## src/rtl/int_ctrl_pkg.sv

```systemverilog
// Shared types and defaults for the IF-stage interrupt sequencer.
package int_ctrl_pkg;

   typedef enum logic [1:0] {
      IDLE    = 2'd0,
      REQ     = 2'd1,
      SERVICE = 2'd2
   } state_t;

   localparam logic [31:0] VEC_BASE_DEF   = 32'h20;
   localparam logic [31:0] VEC_STRIDE_DEF = 32'h8;

   // Source id width; a single source still needs one bit.
   function automatic int unsigned id_w(input int unsigned n);
      return (n > 1) ? $clog2(n) : 1;
   endfunction

endpackage

```

## src/rtl/int_prio_enc.sv

```systemverilog
// Fixed-priority encoder: lowest set index of i_req wins.
module int_prio_enc
   import int_ctrl_pkg::*;
#(
   parameter int unsigned N_SRC = 3
) (
   input  logic [N_SRC-1:0]        i_req,
   output logic                    o_valid,
   output logic [id_w(N_SRC)-1:0]  o_id
);

   localparam int unsigned ID_W = id_w(N_SRC);

   always_comb begin
      o_valid = 1'b0;
      o_id    = '0;
      for (int i = 0; i < int'(N_SRC); i++) begin
         if (i_req[i] && !o_valid) begin
            o_valid = 1'b1;
            o_id    = ID_W'(i);
         end
      end
   end

endmodule

```

## src/rtl/int_controller.sv

```systemverilog
// Interrupt sequencer for IF: edge-latched IRQs, mask, priority pick, safe-cycle vector take, ERET retire.
// Define INT_NEST_EN to enable preemption by higher-priority sources through an EPC/id stack.
module int_controller
   import int_ctrl_pkg::*;
#(
   parameter int unsigned N_SRC      = 3,
   parameter logic [31:0] VEC_BASE   = VEC_BASE_DEF,
   parameter logic [31:0] VEC_STRIDE = VEC_STRIDE_DEF,
   parameter int unsigned NEST_DEPTH = 4
) (
   input  logic                    clk,
   input  logic                    CLR,
   input  logic [N_SRC-1:0]        irq_in,
   input  logic                    mask_we,
   input  logic [N_SRC-1:0]        mask_wdata,
   input  logic                    PC_EN,
   input  logic                    J,
   input  logic                    Branch,
   input  logic                    ERET,
   input  logic [31:0]             if_pc_next,
   output logic                    Int,
   output logic [31:0]             Iaddr,
   output logic [31:0]             EPC,
   output logic                    int_active,
   output logic [id_w(N_SRC)-1:0]  int_id,
   output logic [15:0]             int_count
);

   localparam int unsigned ID_W = id_w(N_SRC);

   if (NEST_DEPTH == 0) begin : g_bad_depth
      $error("NEST_DEPTH must be at least 1");
   end

   state_t           r_state, w_state_nxt;
   logic [N_SRC-1:0] r_irq_prev, r_pending, r_mask;
   logic [N_SRC-1:0] w_edge, w_clr;
   logic [ID_W-1:0]  r_sel_id, r_int_id, w_sel_id;
   logic [31:0]      r_iaddr, r_epc, w_vec;
   logic [15:0]      r_count;
   logic             w_sel_valid, w_take, w_load_vec, w_accept;

`ifdef INT_NEST_EN
   localparam int unsigned SP_W  = $clog2(NEST_DEPTH + 1);
   localparam int unsigned IDX_W = (NEST_DEPTH > 1) ? $clog2(NEST_DEPTH) : 1;
   logic [SP_W-1:0]  r_sp;
   logic             r_preempt, w_pop, w_stack_full, w_stack_empty;
   logic [31:0]      r_stk_epc [NEST_DEPTH];
   logic [ID_W-1:0]  r_stk_id  [NEST_DEPTH];
   assign w_stack_full  = (r_sp == SP_W'(NEST_DEPTH));
   assign w_stack_empty = (r_sp == '0);
`endif

   int_prio_enc #(.N_SRC(N_SRC)) u_prio_enc (
      .i_req   (r_pending & r_mask),
      .o_valid (w_sel_valid),
      .o_id    (w_sel_id)
   );

   assign w_edge = irq_in & ~r_irq_prev;
   assign w_clr  = w_accept ? (N_SRC'(1) << r_sel_id) : '0;
   assign w_vec  = VEC_BASE + (32'(w_sel_id) * VEC_STRIDE);
   assign w_take = PC_EN & ~J & ~Branch & ~ERET;

   assign Iaddr     = r_iaddr;
   assign EPC       = r_epc;
   assign int_id    = r_int_id;
   assign int_count = r_count;

   always_ff @(posedge clk) begin
      if (CLR) r_state <= IDLE;
      else     r_state <= w_state_nxt;
   end

   always_comb begin
      w_state_nxt = r_state;
      Int         = 1'b0;
      int_active  = 1'b0;
      w_load_vec  = 1'b0;
      w_accept    = 1'b0;
`ifdef INT_NEST_EN
      w_pop       = 1'b0;
`endif
      case (r_state)
         IDLE: begin
            if (w_sel_valid) begin
               w_load_vec  = 1'b1;
               w_state_nxt = REQ;
            end
         end
         // Vector is held until a fetch cycle with no competing redirect.
         REQ: begin
            Int = w_take;
            if (w_take) begin
               w_accept    = 1'b1;
               w_state_nxt = SERVICE;
            end
         end
         SERVICE: begin
            int_active = 1'b1;
            if (ERET && PC_EN) begin
`ifdef INT_NEST_EN
               if (!w_stack_empty) w_pop = 1'b1;
               else                w_state_nxt = IDLE;
`else
               w_state_nxt = IDLE;
`endif
            end
`ifdef INT_NEST_EN
            else if (w_sel_valid && (w_sel_id < r_int_id) && !w_stack_full) begin
               w_load_vec  = 1'b1;
               w_state_nxt = REQ;
            end
`endif
         end
         default: w_state_nxt = IDLE;
      endcase
   end

   always_ff @(posedge clk) begin
      if (CLR) begin
         r_irq_prev <= '0;
         r_pending  <= '0;
         r_mask     <= '1;
         r_sel_id   <= '0;
         r_iaddr    <= '0;
         r_epc      <= '0;
         r_int_id   <= '0;
         r_count    <= '0;
`ifdef INT_NEST_EN
         r_sp       <= '0;
         r_preempt  <= 1'b0;
`endif
      end else begin
         r_irq_prev <= irq_in;
         r_pending  <= (r_pending & ~w_clr) | w_edge;
         if (mask_we) r_mask <= mask_wdata;
         if (w_load_vec) begin
            r_iaddr  <= w_vec;
            r_sel_id <= w_sel_id;
         end
         if (w_accept) begin
            r_epc    <= if_pc_next;
            r_int_id <= r_sel_id;
            if (r_count != '1) r_count <= r_count + 16'd1;
         end
`ifdef INT_NEST_EN
         if (w_load_vec) r_preempt <= (r_state == SERVICE);
         if (w_accept && r_preempt) r_sp <= r_sp + SP_W'(1);
         if (w_pop) begin
            r_epc    <= r_stk_epc[IDX_W'(r_sp - SP_W'(1))];
            r_int_id <= r_stk_id[IDX_W'(r_sp - SP_W'(1))];
            r_sp     <= r_sp - SP_W'(1);
         end
`endif
      end
   end

`ifdef INT_NEST_EN
   // Interrupted context saved when a preempting vector is taken.
   always_ff @(posedge clk) begin
      if (w_accept && r_preempt) begin
         r_stk_epc[IDX_W'(r_sp)] <= r_epc;
         r_stk_id[IDX_W'(r_sp)]  <= r_int_id;
      end
   end
`endif

endmodule

```

## config.mk

```make
export PLATFORM = sky130hd
export DESIGN_NAME = int_controller
export DESIGN_NICKNAME = d
export VERILOG_FILES = /design/src/rtl/int_ctrl_pkg.sv /design/src/rtl/int_prio_enc.sv /design/src/rtl/int_controller.sv
export SDC_FILE = /design/constraint.sdc
export NUM_CORES = 1
export LEC_CHECK = 0
export CORE_UTILIZATION = 41
export DETAILED_ROUTE_END_ITERATION = 12
export HOLD_SLACK_MARGIN = 0.05
export PLACE_DENSITY = 0.8
export SYNTH_ARGS = -nofsm -noshare
export SYNTH_HDL_FRONTEND = slang
export SYNTH_HIERARCHICAL = 1
export SYNTH_SLANG_ARGS = --single-unit
```

## constraint.sdc

```tcl
create_clock -name clk -period 2 [get_ports clk]
set_input_delay 0.2 -clock clk [delete_from_list [all_inputs] [get_ports clk]]
set_output_delay 0.2 -clock clk [all_outputs]
set_load 0.01 [all_outputs]
```

==> qor.yml, run 1 <==
fp.dieH_um: 84.3
reg2reg_from: "int_count[6]"
design.core.area_sq_um: 6460
cts_inserted_buffers: 9
worst_slack_ns: 0.149
slew_headroom_pct: 42.0
max_freq_mhz: 540
fin_worst_hold_slack_ns: 0.421
synth_top_area_share_pct: 46.2
measured_slew_at_the_worst_slew_check_pin_ns: 0.870
num_io_pins: 129
violations: "DRC"
grtUsageMet2_pct: 32.6
dp_worst_setup_slack_ns: -0.239
grt-busiest-layer: "met2"
nets: 489
synthMostInstantiatedCell: "sky130_fd_sc_hd__nand2_1"
mappedNetlistArea_sq_um: 2780
cts_tree: "yes"
criticalPathCategory: "input pin to primary output"
die_w_um: 84.3
gpl.final_weighted_congestion: 0.760
timing.critical_path.arrival_ns: 1.65
timing.final.crit_period_ns: 1.85
worst_r2r_path_depth: 4
crit_end: "Int"
first_global_vias: 2447
worst_hold_path_type: "input pin to flop"
largest_net_degree_at_the_start_of_global_routing: 50
post-cts-setup-buffers: 0
worst_setup_path_start_kind: "input pin"
synth-main-ff-cell: "sky130_fd_sc_hd__dfxtp_1"
drv_cap: 0
cts.path.max_buffers: 2
yosys.area.top_type: "sky130_fd_sc_hd__dfxtp_1"
drt_wl_total_um: 6570
clock_latency_ns: 0.32
die_area_sq_um: 7100
type_of_element_capturing_the_critical_path: "primary output"
insertedDiodeCount: 0
ys_seq_elements: 64
rsz_0062_raised_after_global_routing: "true"
cts_root_buf: "sky130_fd_sc_hd__clkbuf_8"
yosys-top-cells-count: "78 x sky130_fd_sc_hd__nand2_1, 64 x sky130_fd_sc_hd__dfxtp_1, 51 x sky130_fd_sc_hd__a21oi_1"
place_area_sq_um: 3800
drive_above_1_share_pct: 8.71
setup.reg_to_reg.worst_slack_ns: 0.16
drt-initial-drc-count: 152
drt-pass1-iter-count: 8
ys_seq_area_share_pct: 46.2
grt_first_pass_wirelength_um: 11200
vias: 2584
detail_route.vias_per_cell: 4.92
globalRouteMet1Util_pct: 24.1
cts_num_sinks: 64
grt_antenna_before_repair: 0
async_flop_share_pct: 0
row_count: 29
wl_per_cell_um: 12.5
critical_path_required_ns: 1.80
critical_path.startpoint: "J"
synthTopCellsByArea: "sky130_fd_sc_hd__dfxtp_1 46%, sky130_fd_sc_hd__nand2_1 11%, sky130_fd_sc_hd__a21oi_1 9.2%"
detailedPlacementHpwl_um: 4710
finalInstanceArea_sq_um: 4000
final_hold_viols: 0
grtUsageTotal_pct: 19.6
slew_viol_final: 0
critical_path_peak_fanout: 6
worst_setup_hold_path_clk_slew_ns: 0.07
post_synth.cell_area_avg_sq_um: 8.28
gr_util_met3_pct: 5.80
final_min_period_over_clock_period_pct: 92.5
setup-violations-final: 0
synth-warning-count: 6
globalRouteOverflowTotal: 0
status: "complete, but fails checks"
critical_path.reg2reg.endpoint: "int_count[15]"
power.density_nw_per_um2: 664
starting_density_of_the_core_pct: 43.0
ant_nets: 0
drc_violations: 19
max-vdd-ir-drop_mv: 0.433
clock_skew_ns: 0.00729
io_buffer_count: 99
synth-edff-count: 0
areaGrowthSynthToFinish_pct: 44.2
synthCells: 335
p_leak_nw: 1.44
clock_tree.htree_level_count: 3
netlist-cell-type-count: 38
[routing by layer]
layer / vias up / part of all wire (%)
li1: 1305 / -
met1: 1191 / 43
met2: 82 / 49
met3: 6 / 6.6
met4: 0 / 0.67
met5: - / 0
[layout by cell type (no fill, tap or decap), drive strengths merged, types with 2 or more instances in the layout]
master         instances
dfxtp                 64
nand3                  5
mux2i                  3
o31ai                  9
clkinv                 2
buf                   16
nor2                  12
clkbuf                13
or4                    9
a211o                  3
nor2b                 10
clkdlybuf4s50         97
a21oi                 51
o21ai                  2
conb                  29
or3                    2
mux2                   3
nand4                  4
and2                   4
nor3                   3
nor4                   3
nor3b                  2
nand2b                 7
nand2                 78
inv                    5
[report_power, final]
| part | total (mW) | switching [mW] | internal [mW] | leakage (nW) |
|---|---|---|---|---|
| clock network | 1.10 | 0.459 | 0.641 | 0.103 |
| logic | 0.241 | 0.108 | 0.132 | 0.816 |
| registers | 1.32 | 0.0167 | 1.30 | 0.519 |
| total | 2.66 | 0.584 | 2.07 | 1.44 |
[layout make-up]
cell class / instances / area, sq um
Clock inverter: 3 / 40.0
Fill cell: 557 / 2460
Timing Repair Buffer: 114 / 1100
Clock buffer: 13 / 159
Sequential cell: 64 / 1280
Inverter: 5 / 18.8
Tap cell: 77 / 96.3
Multi-Input combinational cell: 249 / 1310
[sequential cells by signal, indices dropped and copies added (netlist names)]
name and flops:
EPC 32, Iaddr 2, int_count 16, int_id 2
r_irq_prev 3, r_mask 3, r_pending 3, r_sel_id 1
r_state 2
[critical path: stages]
cell                              delay [ns]
sky130_fd_sc_hd__clkdlybuf4s50_1        0.46
sky130_fd_sc_hd__nor4b_4                0.44
sky130_fd_sc_hd__nand2_1                0.15
sky130_fd_sc_hd__inv_1                  0.11
sky130_fd_sc_hd__dlygate4sd2_1          0.29
[worst min path at each step]
stage,from,endpoint,slack [ns],cells past startpoint
after detailed placement,EPC[21],EPC[21],0.45,2
after CTS,if_pc_next[13],EPC[13],0.40,3
after global placement,EPC[30],EPC[30],0.44,2
after floorplan,mask_we,r_mask[0],0.32,1
after global routing,if_pc_next[13],EPC[13],0.41,3
final,if_pc_next[13],EPC[13],0.42,3
[per-stage QoR]
stage / power [mW] / util, % / cells / TNS, ns
floorplan: 1.49 / - / 363 / 0
global placement: 1.58 / 58.8 / 509 / -1.92
detailed placement: 1.59 / 58.8 / 509 / -2.22
CTS: 2.70 / 61.8 / 525 / 0
global route: 2.79 / 62.0 / 525 / -0.0248
finish: 2.66 / 62.0 / 525 / 0
[timing repair]
action,4_1_cts,5_1_grt
gates resized for setup,1,2
endpoints found under the setup margin,1,5
hold buffers,0,0
pin swaps,1,1
[cells by family (layout without fill, tap and decap cells)]
kind of cell	count (synthesis)	count (layout)	share of synthesized area, %
AO/OA/AOI/OAI	70	70	14.4
flip-flops	64	64	46.2
multiplexers	6	6	2.30
AND/OR/NAND/NOR	143	143	25.8
other	1	29	0.135
adder cells (fa/ha/maj)	1	1	0.451
buffers and inverters	50	135	10.7
Power figures use the tool's default switching activity.
==> run 2, diff against run 1 <==
- ABC_CLOCK_PERIOD_IN_PS: not set -> 2000
==> results of run 2 <==
The final DEF is identical to that of run 1; final timing and power are the same.
